**config.mk**
```make
export PLATFORM = sky130hd
export DESIGN_NAME = jtag_tap_registers_flat
export DESIGN_NICKNAME = d
export VERILOG_FILES = /design/src/rtl/jtag_tap_registers_pkg.sv /design/src/rtl/jtag_tap_registers_if.sv /design/src/rtl/jtag_shift_reg.sv /design/src/rtl/jtag_tap_registers.sv /design/src/flat_wrapper.sv
export SDC_FILE = /design/constraint.sdc
export NUM_CORES = 1
export LEC_CHECK = 0
export ABC_CLOCK_PERIOD_IN_PS = 2000
export CORE_MARGIN = 2
export CORE_UTILIZATION = 51
export DETAILED_ROUTE_END_ITERATION = 7
export HOLD_SLACK_MARGIN = 0.15
export PLACE_DENSITY = 0.76
export SETUP_SLACK_MARGIN = 0.02
export SKIP_CTS_REPAIR_TIMING = 1
export SLEW_MARGIN = 10
export SYNTH_ARGS = -nofsm -noshare
export SYNTH_HDL_FRONTEND = slang
export SYNTH_HIERARCHICAL = 1
export SYNTH_SLANG_ARGS = --single-unit
```
**constraint.sdc**
```tcl
create_clock -name tck -period 2 [get_ports tck]
set_input_delay 0.4 -clock tck [delete_from_list [all_inputs] [get_ports tck]]
set_output_delay 0.4 -clock tck [all_outputs]
set_load 0.01 [all_outputs]
```
**src/rtl/jtag_tap_registers_pkg.sv**
```systemverilog
// Shared JTAG definitions: 16-state TAP encoding, instruction codes and DR selection.
// The TAP controller imports this package too, so state codes must stay stable.
package jtag_tap_registers_pkg;

  typedef enum logic [3:0] {
    TEST_LOGIC_RESET = 4'd0,
    RUN_TEST_IDLE    = 4'd1,
    SELECT_DR_SCAN   = 4'd2,
    CAPTURE_DR       = 4'd3,
    SHIFT_DR         = 4'd4,
    EXIT1_DR         = 4'd5,
    PAUSE_DR         = 4'd6,
    EXIT2_DR         = 4'd7,
    UPDATE_DR        = 4'd8,
    SELECT_IR_SCAN   = 4'd9,
    CAPTURE_IR       = 4'd10,
    SHIFT_IR         = 4'd11,
    EXIT1_IR         = 4'd12,
    PAUSE_IR         = 4'd13,
    EXIT2_IR         = 4'd14,
    UPDATE_IR        = 4'd15
  } tap_state_e;

  localparam int          IR_WIDTH   = 4;
  localparam logic [3:0]  IR_ABORT   = 4'b1000;
  localparam logic [3:0]  IR_USER    = 4'b1010;
  localparam logic [3:0]  IR_IDCODE  = 4'b1110;
  localparam logic [3:0]  IR_BYPASS  = 4'b1111;
  localparam logic [3:0]  IR_CAPTURE = 4'b0001;

  typedef enum logic [1:0] {
    DR_BYPASS,
    DR_IDCODE,
    DR_USER
  } dr_sel_e;

  // Unassigned codes, ABORT included, fall through to the bypass register.
  function automatic dr_sel_e decode_dr(input logic [IR_WIDTH-1:0] ir);
    case (ir)
      IR_IDCODE: return DR_IDCODE;
      IR_USER:   return DR_USER;
      default:   return DR_BYPASS;
    endcase
  endfunction

endpackage

```
**src/rtl/jtag_tap_registers_if.sv**
```systemverilog
// Signal bundle between the TAP controller side (master) and the TAP register block (slave).
interface jtag_tap_registers_if #(
  parameter int USER_WIDTH = 8
);
  import jtag_tap_registers_pkg::*;

  tap_state_e              tap_state;
  logic                    tdi;
  logic [USER_WIDTH-1:0]   user_status;
  logic                    tdo;
  logic                    tdo_en;
  logic [IR_WIDTH-1:0]     ir_value;
  logic [USER_WIDTH-1:0]   user_data;
  logic                    abort_pulse;

  modport master (
    output tap_state, tdi, user_status,
    input  tdo, tdo_en, ir_value, user_data, abort_pulse
  );

  modport slave (
    input  tap_state, tdi, user_status,
    output tdo, tdo_en, ir_value, user_data, abort_pulse
  );

endinterface

```
**src/rtl/jtag_shift_reg.sv**
```systemverilog
// Generic JTAG scan register: parallel capture, right shift with serial input at the MSB,
// otherwise hold. Serial output is the LSB.
module jtag_shift_reg #(
  parameter int               WIDTH       = 4,
  parameter logic [WIDTH-1:0] RESET_VALUE = '0
) (
  input  logic             tck,
  input  logic             trst_n,
  input  logic             capture_en,
  input  logic [WIDTH-1:0] capture_value,
  input  logic             shift_en,
  input  logic             si,
  output logic             so,
  output logic [WIDTH-1:0] q
);

  logic [WIDTH-1:0] data_d, data_q;

  always_comb begin
    // NOTE: default assignment first, so every path drives data_d and no latch is inferred.
    data_d = data_q;
    if (capture_en) begin
      data_d = capture_value;
    end else if (shift_en) begin
      // Concatenate then shift so the WIDTH == 1 case needs no special slice.
      data_d = WIDTH'({si, data_q} >> 1);
    end
  end

  always_ff @(posedge tck or negedge trst_n) begin
    // NOTE: non-blocking assignments keep all flops sampling pre-edge values in parallel.
    if (!trst_n) begin
      data_q <= RESET_VALUE;
    end else begin
      data_q <= data_d;
    end
  end

  assign so = data_q[0];
  assign q  = data_q;

endmodule

```
**src/rtl/jtag_tap_registers.sv**
```systemverilog
// JTAG TAP instruction and data registers (IR, IDCODE, BYPASS, USER) driven by an
// externally decoded TAP state; tdo is combinational so the captured LSB appears at once.
module jtag_tap_registers
  import jtag_tap_registers_pkg::*;
#(
  parameter logic [31:0] IDCODE_VALUE = 32'h000FAF01,
  parameter int          USER_WIDTH   = 8
) (
  input  logic                  tck,
  input  logic                  trst_n,
  jtag_tap_registers_if.slave   bus
);

  logic                  st_capture_ir, st_shift_ir, st_capture_dr, st_shift_dr;
  dr_sel_e               dr_sel;

  logic [IR_WIDTH-1:0]   ir_shift;
  logic                  ir_so;
  logic                  idcode_so;
  logic [31:0]           idcode_unused;
  logic [USER_WIDTH-1:0] user_shift;
  logic                  user_so;

  logic [IR_WIDTH-1:0]   ir_value_d, ir_value_q;
  logic [USER_WIDTH-1:0] user_data_d, user_data_q;
  logic                  abort_pulse_d, abort_pulse_q;
  logic                  bypass_d, bypass_q;
  logic                  tdo_raw;

  assign st_capture_ir = (bus.tap_state == CAPTURE_IR);
  assign st_shift_ir   = (bus.tap_state == SHIFT_IR);
  assign st_capture_dr = (bus.tap_state == CAPTURE_DR);
  assign st_shift_dr   = (bus.tap_state == SHIFT_DR);

  // Selection follows the committed instruction, not the IR shift contents.
  assign dr_sel = decode_dr(ir_value_q);

  jtag_shift_reg #(
    .WIDTH       (IR_WIDTH),
    .RESET_VALUE (IR_CAPTURE)
  ) u_ir_shift (
    .tck           (tck),
    .trst_n        (trst_n),
    .capture_en    (st_capture_ir),
    .capture_value (IR_CAPTURE),
    .shift_en      (st_shift_ir),
    .si            (bus.tdi),
    .so            (ir_so),
    .q             (ir_shift)
  );

  jtag_shift_reg #(
    .WIDTH       (32),
    .RESET_VALUE ('0)
  ) u_idcode_shift (
    .tck           (tck),
    .trst_n        (trst_n),
    .capture_en    (st_capture_dr && (dr_sel == DR_IDCODE)),
    .capture_value (IDCODE_VALUE),
    .shift_en      (st_shift_dr && (dr_sel == DR_IDCODE)),
    .si            (bus.tdi),
    .so            (idcode_so),
    .q             (idcode_unused)
  );

  jtag_shift_reg #(
    .WIDTH       (USER_WIDTH),
    .RESET_VALUE ('0)
  ) u_user_shift (
    .tck           (tck),
    .trst_n        (trst_n),
    .capture_en    (st_capture_dr && (dr_sel == DR_USER)),
    .capture_value (bus.user_status),
    .shift_en      (st_shift_dr && (dr_sel == DR_USER)),
    .si            (bus.tdi),
    .so            (user_so),
    .q             (user_shift)
  );

  always_comb begin
    ir_value_d    = ir_value_q;
    user_data_d   = user_data_q;
    abort_pulse_d = 1'b0;
    bypass_d      = bypass_q;
    case (bus.tap_state)
      TEST_LOGIC_RESET: ir_value_d = IR_IDCODE;
      UPDATE_IR: begin
        ir_value_d    = ir_shift;
        abort_pulse_d = (ir_shift == IR_ABORT);
      end
      UPDATE_DR: begin
        if (ir_value_q == IR_USER) user_data_d = user_shift;
      end
      CAPTURE_DR: begin
        if (dr_sel == DR_BYPASS) bypass_d = 1'b0;
      end
      SHIFT_DR: begin
        if (dr_sel == DR_BYPASS) bypass_d = bus.tdi;
      end
      default: ;
    endcase
  end

  always_ff @(posedge tck or negedge trst_n) begin
    if (!trst_n) begin
      ir_value_q    <= IR_IDCODE;
      user_data_q   <= '0;
      abort_pulse_q <= 1'b0;
      bypass_q      <= 1'b0;
    end else begin
      ir_value_q    <= ir_value_d;
      user_data_q   <= user_data_d;
      abort_pulse_q <= abort_pulse_d;
      bypass_q      <= bypass_d;
    end
  end

  always_comb begin
    tdo_raw = 1'b0;
    if (st_shift_ir) begin
      tdo_raw = ir_so;
    end else if (st_shift_dr) begin
      case (dr_sel)
        DR_IDCODE: tdo_raw = idcode_so;
        DR_USER:   tdo_raw = user_so;
        default:   tdo_raw = bypass_q;
      endcase
    end
  end

  // Reset gates the serial port so a stuck tap_state cannot drive the chain.
  assign bus.tdo         = trst_n & tdo_raw;
  assign bus.tdo_en      = trst_n & (st_shift_ir | st_shift_dr);
  assign bus.ir_value    = ir_value_q;
  assign bus.user_data   = user_data_q;
  assign bus.abort_pulse = abort_pulse_q;

endmodule

```
**src/flat_wrapper.sv**
```systemverilog
// flat-port wrapper written by rule: the top's interface ports become plain ports
module jtag_tap_registers_flat import jtag_tap_registers_pkg::*;
#(
  parameter logic [31:0] IDCODE_VALUE = 32'h000FAF01,
  parameter int          USER_WIDTH   = 8
)
  (tck, trst_n, bus_tap_state, bus_tdi, bus_user_status, bus_tdo, bus_tdo_en, bus_ir_value, bus_user_data, bus_abort_pulse);
  jtag_tap_registers_if #(.USER_WIDTH(USER_WIDTH)) bus_i ();
  input  logic tck;
  input  logic trst_n;
  input wire logic [$bits(bus_i.tap_state)-1:0] bus_tap_state;
  input wire logic [$bits(bus_i.tdi)-1:0] bus_tdi;
  input wire logic [$bits(bus_i.user_status)-1:0] bus_user_status;
  output wire logic [$bits(bus_i.tdo)-1:0] bus_tdo;
  output wire logic [$bits(bus_i.tdo_en)-1:0] bus_tdo_en;
  output wire logic [$bits(bus_i.ir_value)-1:0] bus_ir_value;
  output wire logic [$bits(bus_i.user_data)-1:0] bus_user_data;
  output wire logic [$bits(bus_i.abort_pulse)-1:0] bus_abort_pulse;
  assign bus_i.tap_state = bus_tap_state;
  assign bus_i.tdi = bus_tdi;
  assign bus_i.user_status = bus_user_status;
  assign bus_tdo = bus_i.tdo;
  assign bus_tdo_en = bus_i.tdo_en;
  assign bus_ir_value = bus_i.ir_value;
  assign bus_user_data = bus_i.user_data;
  assign bus_abort_pulse = bus_i.abort_pulse;
  jtag_tap_registers #(.IDCODE_VALUE(IDCODE_VALUE), .USER_WIDTH(USER_WIDTH)) u_core (.tck(tck), .trst_n(trst_n), .bus(bus_i));
endmodule
```
==> results of run 1 <==
[worst max-delay path: stages (launching register included)]
cell      delay, ps
dfstp_2         540
nor2b_2         140
and3_4          190
inv_1            50
ha_2            180
a221o_1         330
a32o_1          220
clkbuf_2        130
[layer usage]
metal  routed length [microns]  track usage
met1                      2535       0.2465
met4                        42      0.09138
met3                       186      0.05430
met5                         0            0
met2                      2622       0.3118
[cell type report]
type,instances,share of cell area
sequential,58,0.3894
multi-input combinational,219,0.3821
tap,72,0.02409
clock buffer,13,0.04784
timing repair buffer,56,0.1519
inverter,2,0.002007
clock inverter,2,0.002676
[how the worst min path moves through the flow]
stage                          startpoint  cells past startpoint                      to  slack, ps
after global routing               trst_n                      2  u_core/bus.abort_pulse        360
after global placement    u_core/bypass_q                      1         u_core/bypass_q        490
final                              trst_n                      2  u_core/u_ir_shift/q[1]        290
after detailed placement  u_core/bypass_q                      1         u_core/bypass_q        490
after CTS                          trst_n                      2  u_core/u_ir_shift/q[2]        320
after floorplan                    trst_n                      0  u_core/bus.abort_pulse        100
[stage by stage]
step | cell area, sq um | utilization | TNS (ps) | setup WS (ps) | hold WS, ps
2_1_floorplan | 3050 | - | -56.40 | -56.40 | 104.4
5_1_grt | 3740 | 0.6792 | -716.6 | -593.3 | 363.3
3_3_place_gp | 3531 | 0.6412 | -6951 | -446.7 | 487.0
4_1_cts | 3720 | 0.6755 | -1350 | -924.7 | 322.2
3_5_place_dp | 3531 | 0.6412 | -8200 | -550.9 | 491.6
6_report | 3740 | 0.6792 | -544.5 | -504.8 | 289.2
[state kept, by name, indices dropped and copies added, names as in the netlist]
name                     flops
u_core/bus.ir_value          4
u_core/u_user_shift/q        8
u_core/u_ir_shift/q          4
u_core/bypass_q              1
u_core/bus.user_data         8
u_core/bus.abort_pulse       1
u_core/u_idcode_shift/q     32
[power by group]
group          internal [mW]  leakage (nW)  switching, mW  total [mW]
combinational          0.354         0.795          0.299       0.652
clock                  0.574         0.101          0.434        1.01
sequential              1.53         0.746          0.211        1.74
==> reports/qor.txt, run 1 <==
status: complete, but fails checks
failing checks: setup timing
endpoints failing hold: 0
clock skew: 4.359 ps
post-route antenna net violation count: 0
Required @ worst endpoint: 1600 ps
Clock transition at path regs: 60 ps
first-pass GRT wire length: 9.418 mm
initial core utilization: 0.5308
largest fanout on the critical path: 3
max-slew violations: 0
Vias: 2069
Syn Inst Count: 264
CTS Buf Count: 9
maximum clock frequency: 399.2 MHz
Tmin final: 2505 ps
Critical Path AT: 2100 ps
PortBufs: 29
FILL cells: 433
ant diodes: 0
fin crit share: 1.252
total die area: 0.006353 sq mm
commonest non-fill, non-tap cells in the layout: 54 x dfrtp_1, 45 x nand2_1, 43 x mux2i_1, 40 x o21ai_1, 36 x conb_1
gr ovfl total: 0
P&R area growth vs syn: 27.95%
RR Startpoint: u_core/bus.ir_value[1]
initial antenna violation count: 0
Synth warnings: 6
CTS H-tree lvls: 3
crit path from: u_core/bus.ir_value[1]
cell leakage power: 1.642 nW
max cap viols: 0
DIE HEIGHT: 79.71 microns
largest net degree at the start of global routing: 59
Worst-Margin Slew: 730.2 ps
reg2reg path depth: 5
Worst Setup Path Type: reg -> out
CP endpoint kind: primary output
flop-to-flop setup slack: 100 ps
Mapped Avg Cell Area: 11.07 sq um
Finished Layout Cells: 422
DRT iter0 DRCs: 79
num rows: 27
worst setup margin: -504.8 ps
final setup fails: 2
CTS sink count: 58
CP endpoint: bus_tdo
chip width: 79.71 microns
Routed wire per std cell: 12.76 microns
vias per std cell: 4.903
fraction of layout cells with a size suffix above 1: 0.1943
unrepaired setup endpoints after global routing: true
Synth Cell Area: 0.002923 sq mm
Nets: 364
Ports: 30
Post-Route WL: 5.386 mm
Seq. cell area: 0.001456 sq mm
pwr dens: 908.3 mW/mm^2
iteration count of the initial detailed-routing pass: 4
# DRC: 0
worst r2r dst: u_core/bus.user_data[0]
crit start category: flop
vias in the first global route: 2081
max_slew headroom: 0.5132
core area: 0.005507 sq mm
area taken by multi-input logic gates: 0.001429 sq mm
Total GRT Usage: 0.1956
Post-DP HPWL: 3.800 mm
Clock Tree Buf Depth: 2
CTS tree: yes
Total Power: 3.397 mW
Clock Latency Late Sink: 330 ps
Tightest Hold Check Type: in -> async
CTS Root Buffer Type: clkbuf_8
RePlAce Congestion: 0.7887
most common cell after layout, fill and taps aside: dfrtp_1
VDD IR max: 0.4579 mV
Placed Cells: 407
Power figures use the tool's default switching activity.
==> inputs of run 2 (changes only) <==
Settings changed: CORE_UTILIZATION 51 to 35, HOLD_SLACK_MARGIN 0.15 to unset, PLACE_DENSITY 0.76 to unset.
==> run 2 against run 1 <==
Against the previous run: the flow still finishes with violations (setup timing); global-route usage fell by 6.2 points; largest cell class is now multi-input gates; power grew 8.1%; largest power group unchanged; fmax rose by 1.1%; clock-buffer cell count fell by 4; sequential power about the same; first-iteration DRC count grew 130%; wire length up 6.7%; worst setup slack better by 28 ps; via count is 1.2% higher; cell area rose by 6.5%.
==> reports/qor.txt, run 2 (synthesis gave the netlist of run 1 again) <==
gr ovfl total: 0
CTS tree: yes
initial antenna violation count: 0
vias in the first global route: 1984
max_slew headroom: 0.5720
core area: 0.008175 sq mm
most common cell after layout, fill and taps aside: dfrtp_1
DRT iter0 DRCs: 179
final setup fails: 2
Worst-Margin Slew: 642.1 ps
CTS Root Buffer Type: clkbuf_8
Clock transition at path regs: 80 ps
RePlAce Congestion: 0.7357
endpoints failing hold: 0
Required @ worst endpoint: 1600 ps
Ports: 30
ant diodes: 0
vias per std cell: 4.511
CTS H-tree lvls: 3
cell leakage power: 1.739 nW
Tightest Hold Check Type: in -> async
PortBufs: 29
initial core utilization: 0.3575
Vias: 2093
maximum clock frequency: 403.7 MHz
reg2reg path depth: 8
fraction of layout cells with a size suffix above 1: 0.2423
max FFs per register: 32
num rows: 33
Total GRT Usage: 0.1337
status: complete, but fails checks
chip width: 95.39 microns
CP Depth: 6
CP max-delay cell: dfstp_2
Bufs and invs on worst path: 2
slowest stage delay, CP: 550 ps
P&R area growth vs syn: 36.26%
VDD IR max: 0.3471 mV
Tmin final: 2477 ps
# DRC: 0
failing checks: setup timing
max-slew violations: 0
CTS sink count: 58
CP endpoint kind: primary output
Post-DP HPWL: 3.782 mm
Placed Cells: 443
DP Area: 0.003595 sq mm
Clock Latency Late Sink: 330 ps
Nets: 372
Post-Route WL: 5.747 mm
post-route antenna net violation count: 0
worst setup margin: -477.1 ps
Critical Path AT: 2080 ps
largest fanout on the critical path: 3
pwr dens: 922.4 mW/mm^2
DIE HEIGHT: 95.39 microns
CTS Buf Count: 9
Worst Setup Path Type: reg -> out
CP top delay family: flip-flops
fin crit share: 1.239
first-pass GRT wire length: 9.287 mm
Routed wire per std cell: 12.39 microns
Clock Tree Buf Depth: 2
max cap viols: 0
Cell Chain, Critical Path: buf_4 > nand4bb_4 > ha_1 > a221o_1 > a32o_2 > buf_2
post-route cell area: 0.003983 sq mm
largest net degree at the start of global routing: 52
commonest non-fill, non-tap cells in the layout: 54 x dfrtp_1, 45 x nand2_1, 40 x o21ai_1, 38 x mux2i_1, 36 x conb_1
clock skew: 6.916 ps
iteration count of the initial detailed-routing pass: 4
total die area: 0.009098 sq mm
unrepaired setup endpoints after global routing: true
Finished Layout Cells: 464
Setup TNS Final: -478.5 ps
crit start category: flop
run 2: changes by cell type in the layout (fill, tap and decap cells not counted), sizes merged:
cell           previous run  this run
buf                      28        35
bufinv                    0         2
clkdlybuf4s50            23        21
clkinvlp                  0         2
clkbuf                   14        13
clkinv                    2         3
run 2: layout make-up:
type	count	area, sq um
clock buffers	9	123.9
clock inverters	7	93.84
fillers	751	4193
inverters	2	7.507
multi-input cells	219	1496
flip-flops and latches	58	1456
well taps	105	131.4
repair buffers	64	673.1
run 2: layer usage:
metal,routed length (microns),vias up,global-route usage
met5,0,-,0
met4,117,0,0.07143
met3,137,9,0.02688
met2,2666,32,0.2025
met1,2826,982,0.1806
li1,-,1070,-
run 2: worst paths after layout:
path / startpoint / slack [ps] / end
min reg2reg: u_core/bypass_q / 510 / u_core/bypass_q
min in group tck: u_core/bypass_q / 510 / u_core/bypass_q
max in group asynchronous: trst_n / 1310 / u_core/u_idcode_shift/q[24]
max reg2reg: u_core/bus.ir_value[1] / 50 / u_core/u_idcode_shift/q[12]
min: trst_n / 40 / u_core/u_user_shift/q[6]
max: u_core/bus.ir_value[1] / -480 / bus_tdo
run 2: metrics by stage:
stage	total power, mW	setup WS [ps]	hold WS (ps)	util
5_1_grt	3.887	-563.8	38.92	0.4871
4_1_cts	3.613	-879.5	24.29	0.4663
3_3_place_gp	2.385	-507.7	407.6	0.4397
6_report	3.673	-477.1	38.20	0.4871
2_1_floorplan	2.163	-56.40	104.4	-
3_5_place_dp	2.415	-532.3	393.6	0.4397
run 2: report_power, final:
| part | leakage [nW] | switching [mW] | total (mW) | internal, mW |
|---|---|---|---|---|
| registers | 0.746 | 0.244 | 1.77 | 1.53 |
| logic | 0.887 | 0.305 | 0.717 | 0.412 |
| clock network | 0.105 | 0.489 | 1.19 | 0.698 |
==> variant 1 (settings of run 1) <==
`user_data_q` no longer has a reset.
--- a/src/rtl/jtag_tap_registers.sv
+++ b/src/rtl/jtag_tap_registers.sv
@@ -104,15 +104,17 @@
   always_ff @(posedge tck or negedge trst_n) begin
     if (!trst_n) begin
       ir_value_q    <= IR_IDCODE;
-      user_data_q   <= '0;
       abort_pulse_q <= 1'b0;
       bypass_q      <= 1'b0;
     end else begin
       ir_value_q    <= ir_value_d;
-      user_data_q   <= user_data_d;
       abort_pulse_q <= abort_pulse_d;
       bypass_q      <= bypass_d;
     end
+  end
+
+  always_ff @(posedge tck) begin
+    user_data_q <= user_data_d;
   end
 
   always_comb begin
Formal check against the unedited RTL: differs if trst_n is asserted again (counterexample within 10 cycles, from zero or initial values and one cycle with trst_n low); with trst_n held inactive, the same outputs for 10 cycles.
==> variant 1 against run 1 <==
- largest power group unchanged
- hold slack got worse by 0.026 ns
- setup slack improved by 0.22 ns
- the run still ends with setup timing left
- wire length rose by 4.6%
- total power rose by 7.1%
- synthesized cell count fell by 3.0%
- maximum frequency rose by 9.4%
- core utilization rose by 2.6 points
- sequential cell count did not move
- die area fell by 2.9%
- critical path type unchanged
- area after synthesis fell by 3.1%
- largest cell class unchanged
- via count rose by 2.0%
- cell area rose by 2.6%
==> variant 1: results (changes against run 1) <==
The fraction of layout cells with a size suffix above 1 came out at 20.5% (+1.0 points). The number of nets in the layout came to 365 (+0.27%). The final reports fail on setup timing. The power share of the sequential group came out at 48.5% (-2.6 points). Following the worst setup path forward leads to its endpoint at bus_tdo. The maximum fanout along the worst path came out at 2 (-1). The flip-flop count of the largest register, all copies and words added came out at 32 (unchanged). The total via count in the routed design is 2111 (+2.0%). The cell total after placement came out at 400 (-1.7%). In this design, the largest share of critical-path delay is due to flip-flops.

The via density per instance is 4.98 (+1.5%). The largest net degree at the start of global routing came out at 48 (-19%). The met3 usage in global routing is 5.17% (-0.26 points). The met2 track demand over resource in global routing came out at 30.2% (-1.0 points). The clock skew came out at 0.00820 ns (+0.00384 ns). The first-pass GRT wire length is 8910 um (-5.4%).

The number of port buffers came to 29 (unchanged). The total negative setup slack is -0.311 ns (+0.234 ns). The post-detailed-placement half-perimeter wirelength is 3510 um (-7.7%). The number of buffers created by CTS came out at 9 (unchanged).

The setup violation total in the final timing report is 3 (+1). The count of cells along the worst register-to-register path is 9 (+4). The tree is rooted in a clkbuf_8.

The maximum buffer depth of the clock tree came out at 2 (unchanged). The global-route usage over all layers is 18.8% (-0.79 points). The largest stage delay on the critical path is 0.53 ns. The clock network power consumption is 1.15 mW (+14%).

The peak ir drop on the vdd network came out at 0.664 mV (+45%). The worst-case headroom to the max-slew limit is 59.9% (+8.6 points). The initial antenna violation count came to 0 (unchanged). The flow ran to the end, but the final reports show violations.

The via count of the first global-routing pass is 1991 (-4.3%). The antenna cell count is 0 (unchanged). The number of DRC markers after the initial detailed-route iteration came to 96 (+22%).

The path class of the tightest hold or removal check is input port to async pin. The source of the critical timing path is u_core/bus.ir_value[3]. The static leakage came out at 1.64 nW (about the same). The final weighted congestion of routability-driven global placement came out at 0.795 (+0.81%). The total routed wirelength is 5640 um (+4.6%).

On the critical path, the stage with the largest delay is an instance of dfstp_2. The minimum setup slack among reg-to-reg paths came out at -0.01 ns (-0.11 ns). The first-pass iteration count of the detailed router is 7 (+3).

The met1 usage in global routing was 23.2% (-1.4 points). The count of yosys warnings during synthesis came out at 6 (unchanged). The clock transition at the registers of the reported paths came out at 0.07 ns. The insertion delay to the later sink of the worst-skew pair came out at 0.34 ns. The total number of H-tree levels is 3 (unchanged).

The post-route worst setup slack came out at -0.290 ns (+0.215 ns). The cell-internal power came to 2.63 mW (+7.3%). In this run the critical register-to-register path is captured at u_core/u_idcode_shift/q[11]. The arrival time at the worst endpoint is 1.89 ns (-0.21 ns).

The mean instance size in the synthesized netlist was 11.1 um2 (about the same). The worst hold margin is 0.263 ns (-0.0261 ns).
## variant 1: per-layer routing
metal,wire (um),share of wire [%]
met5,0,0
met4,120,2.1
met2,2850,51
met1,2470,44
met3,197,3.5
## variant 1: worst register-to-register path, stage by stage, from the launching register on
cell	delay, ns
dfstp_2	0.53
nand3b_1	0.10
nor2_2	0.15
buf_4	0.14
ha_4	0.14
buf_6	0.09
and2_4	0.24
clkbuf_16	0.19
mux2i_1	0.24
o21ai_2	0.07
## variant 1: final cells by class
type                            count  area [um2]
Timing Repair Buffer               64         681
Sequential cell                    58        1500
Tap cell                           72        90.1
Clock inverter                      6        82.6
Clock buffer                       10         128
Multi-Input combinational cell    211        1350
Fill cell                         383        1600
Inverter                            3        11.3
## variant 1: stage by stage
stage               instance area [um2]  power (mW)  setup WS (ns)
floorplan                          2970        2.17         0.0950
global placement                   3430        2.35         -0.448
detailed placement                 3430        2.40         -0.445
CTS                                3640        3.57         -0.774
global route                       3840        3.84         -0.381
finish                             3840        3.64         -0.290
==> variant 2 (config.mk and constraints of run 1) <==
Made on the original files. Change the package constant `IR_WIDTH` from 4 to 6.
--- a/src/rtl/jtag_tap_registers_pkg.sv
+++ b/src/rtl/jtag_tap_registers_pkg.sv
@@ -21,7 +21,7 @@
     UPDATE_IR        = 4'd15
   } tap_state_e;
 
-  localparam int          IR_WIDTH   = 4;
+  localparam int          IR_WIDTH   = 6;
   localparam logic [3:0]  IR_ABORT   = 4'b1000;
   localparam logic [3:0]  IR_USER    = 4'b1010;
   localparam logic [3:0]  IR_IDCODE  = 4'b1110;
Ports: changed (resized bus_ir_value); port bits go from 30 to 32. No check against the original RTL was run, so the function may have changed too.
==> variant 2 against run 1 <==
- the run still ends with setup timing left
- wire length increased by 19%
- setup slack got worse by 0.16 ns
- largest cell class unchanged
- cell count increased by 9.5%
- largest power group unchanged
- clock skew increased by 0.0063 ns
- sequential power increased by 5%
- sequential cell count increased by 4
- total power increased by 8.5%
- first-iteration DRC count increased by 67%
- sequential share of layout area decreased by 1.3 points
- synthesized cell count increased by 8.0%
- combinational power increased by 13%
- area after synthesis increased by 6.5%
- cell area increased by 11%
==> variant 2: results (changes against run 1) <==
Clock latency on the worst-skew pair, taken at its later pin, is 0.34 ns. The kind of cell adding the most delay to the critical path is compound AO/OA/AOI/OAI gates. The worst-case headroom to the max-slew limit came to 63.0% (+12 points). The flow ran to the end, but the final reports show violations. The post-detailed-placement half-perimeter wirelength came out at 4170 um (+9.9%).

The area used by multi-input combinational logic is 0.00154 mm2 (+7.7%). The global-route usage over all layers came out at 19.9% (+0.39 points). The initial antenna violation count is 0 (unchanged). The post-route worst setup slack came out at -0.665 ns (-0.160 ns).

The cell with the biggest individual delay on the critical path is dfstp_2. The number of port buffers came out at 31 (+6.9%). The first-pass iteration count of the detailed router came out at 4 (unchanged). The maximum buffer depth of the clock tree came to 2 (unchanged). The maximum fanout along the worst path came out at 3 (unchanged).

The antenna cell count came out at 0 (unchanged). The number of nets in the layout is 400 (+9.9%). Clock-pin slew was measured on the worst setup and hold paths at 0.07 ns.

The total via count in the routed design is 2331 (+13%). The checks that failed: setup timing. The first-pass GRT wire length came out at 10000 um (+6.6%). The fill cell total of the finished layout came out at 435 (+0.46%). The number of buffers created by CTS came out at 9 (unchanged). The total routed wirelength is 6420 um (+19%). The number of DRC markers after the initial detailed-route iteration is 132 (+67%).

The final weighted congestion of routability-driven global placement came out at 0.821 (+4.1%). The via count of the first global-routing pass came to 2212 (+6.3%). The path class of the tightest hold or removal check is register to register. The fraction of layout cells with a size suffix above 1 came out at 20.9% (+1.5 points). The root buffer cell chosen for the clock tree is clkbuf_8. The largest net degree at the start of global routing came out at 45 (-24%). The setup violation total in the final timing report was 20 (+18). The count of yosys warnings during synthesis is 6 (unchanged). The static leakage came out at 1.84 nW (+12%). The placed cell area is 0.00378 mm2 (+7.2%). The flip-flop count of the largest register, all copies and words added came out at 32 (unchanged). The peak ir drop on the vdd network is 0.677 mV (+48%).

The clock skew came to 0.0106 ns (+0.00626 ns). The arrival time at the worst endpoint is 2.27 ns (+0.17 ns).
-- variant 2: path summary, 6_finish.rpt --
| kind | startpoint | end | slack (ns) | cells past startpoint |
|---|---|---|---|---|
| min in group asynchronous | trst_n | u_core/u_idcode_shift/q[1] | 0.60 | 3 |
| hold reg to reg | u_core/bus.user_data[5] | u_core/bus.user_data[5] | 0.51 | 1 |
| setup / recovery | u_core/bus.ir_value[1] | bus_tdo | -0.67 | 8 |
| max in group asynchronous | trst_n | u_core/bus.ir_value[3] | 0.83 | 3 |
| hold / removal | u_core/bus.user_data[5] | u_core/bus.user_data[5] | 0.51 | 1 |
| setup reg to reg | u_core/bus.ir_value[1] | u_core/u_idcode_shift/q[15] | -0.07 | 8 |
-- variant 2: through the flow --
step	hold WS [ns]	worst slack, ns	instances	TNS, ns	power, mW
global route	0.517	-0.766	462	-3.87	3.92
CTS	0.0448	-0.993	454	-1.51	3.65
detailed placement	0.417	-0.616	438	-10.25	2.53
floorplan	0.104	-0.119	321	-0.119	2.26
global placement	0.425	-0.581	438	-7.73	2.49
finish	0.506	-0.665	462	-1.11	3.69
-- variant 2: final cells by class --
| class | instances | share of cell area (%) |
|---|---|---|
| Sequential cell | 62 | 37.6 |
| Multi-Input combinational cell | 236 | 37.2 |
| Timing Repair Buffer | 71 | 17.8 |
| Clock buffer | 13 | 3.84 |
| Tap cell | 75 | 2.27 |
| Clock inverter | 3 | 1.03 |
| Inverter | 2 | 0.182 |
-- variant 2: metal layers --
layer	part of all wire [%]	track usage, %
met1	45	26.3
met2	48	30.5
met3	3.8	4.67
met4	2.2	10.8
met5	0	0
-- variant 2: worst register-to-register path, stage by stage, from the launching register on --
cell       delay, ns
dfstp_2         0.54
nor2b_4         0.17
and4_1          0.23
ha_1            0.18
buf_4           0.11
and2_4          0.23
clkbuf_16       0.19
mux2i_1         0.20
o21ai_1         0.10
-- variant 2: report_power, final --
group / switching (mW) / internal (mW)
Combinational: 0.339 / 0.394
Sequential: 0.234 / 1.60
Clock: 0.474 / 0.643
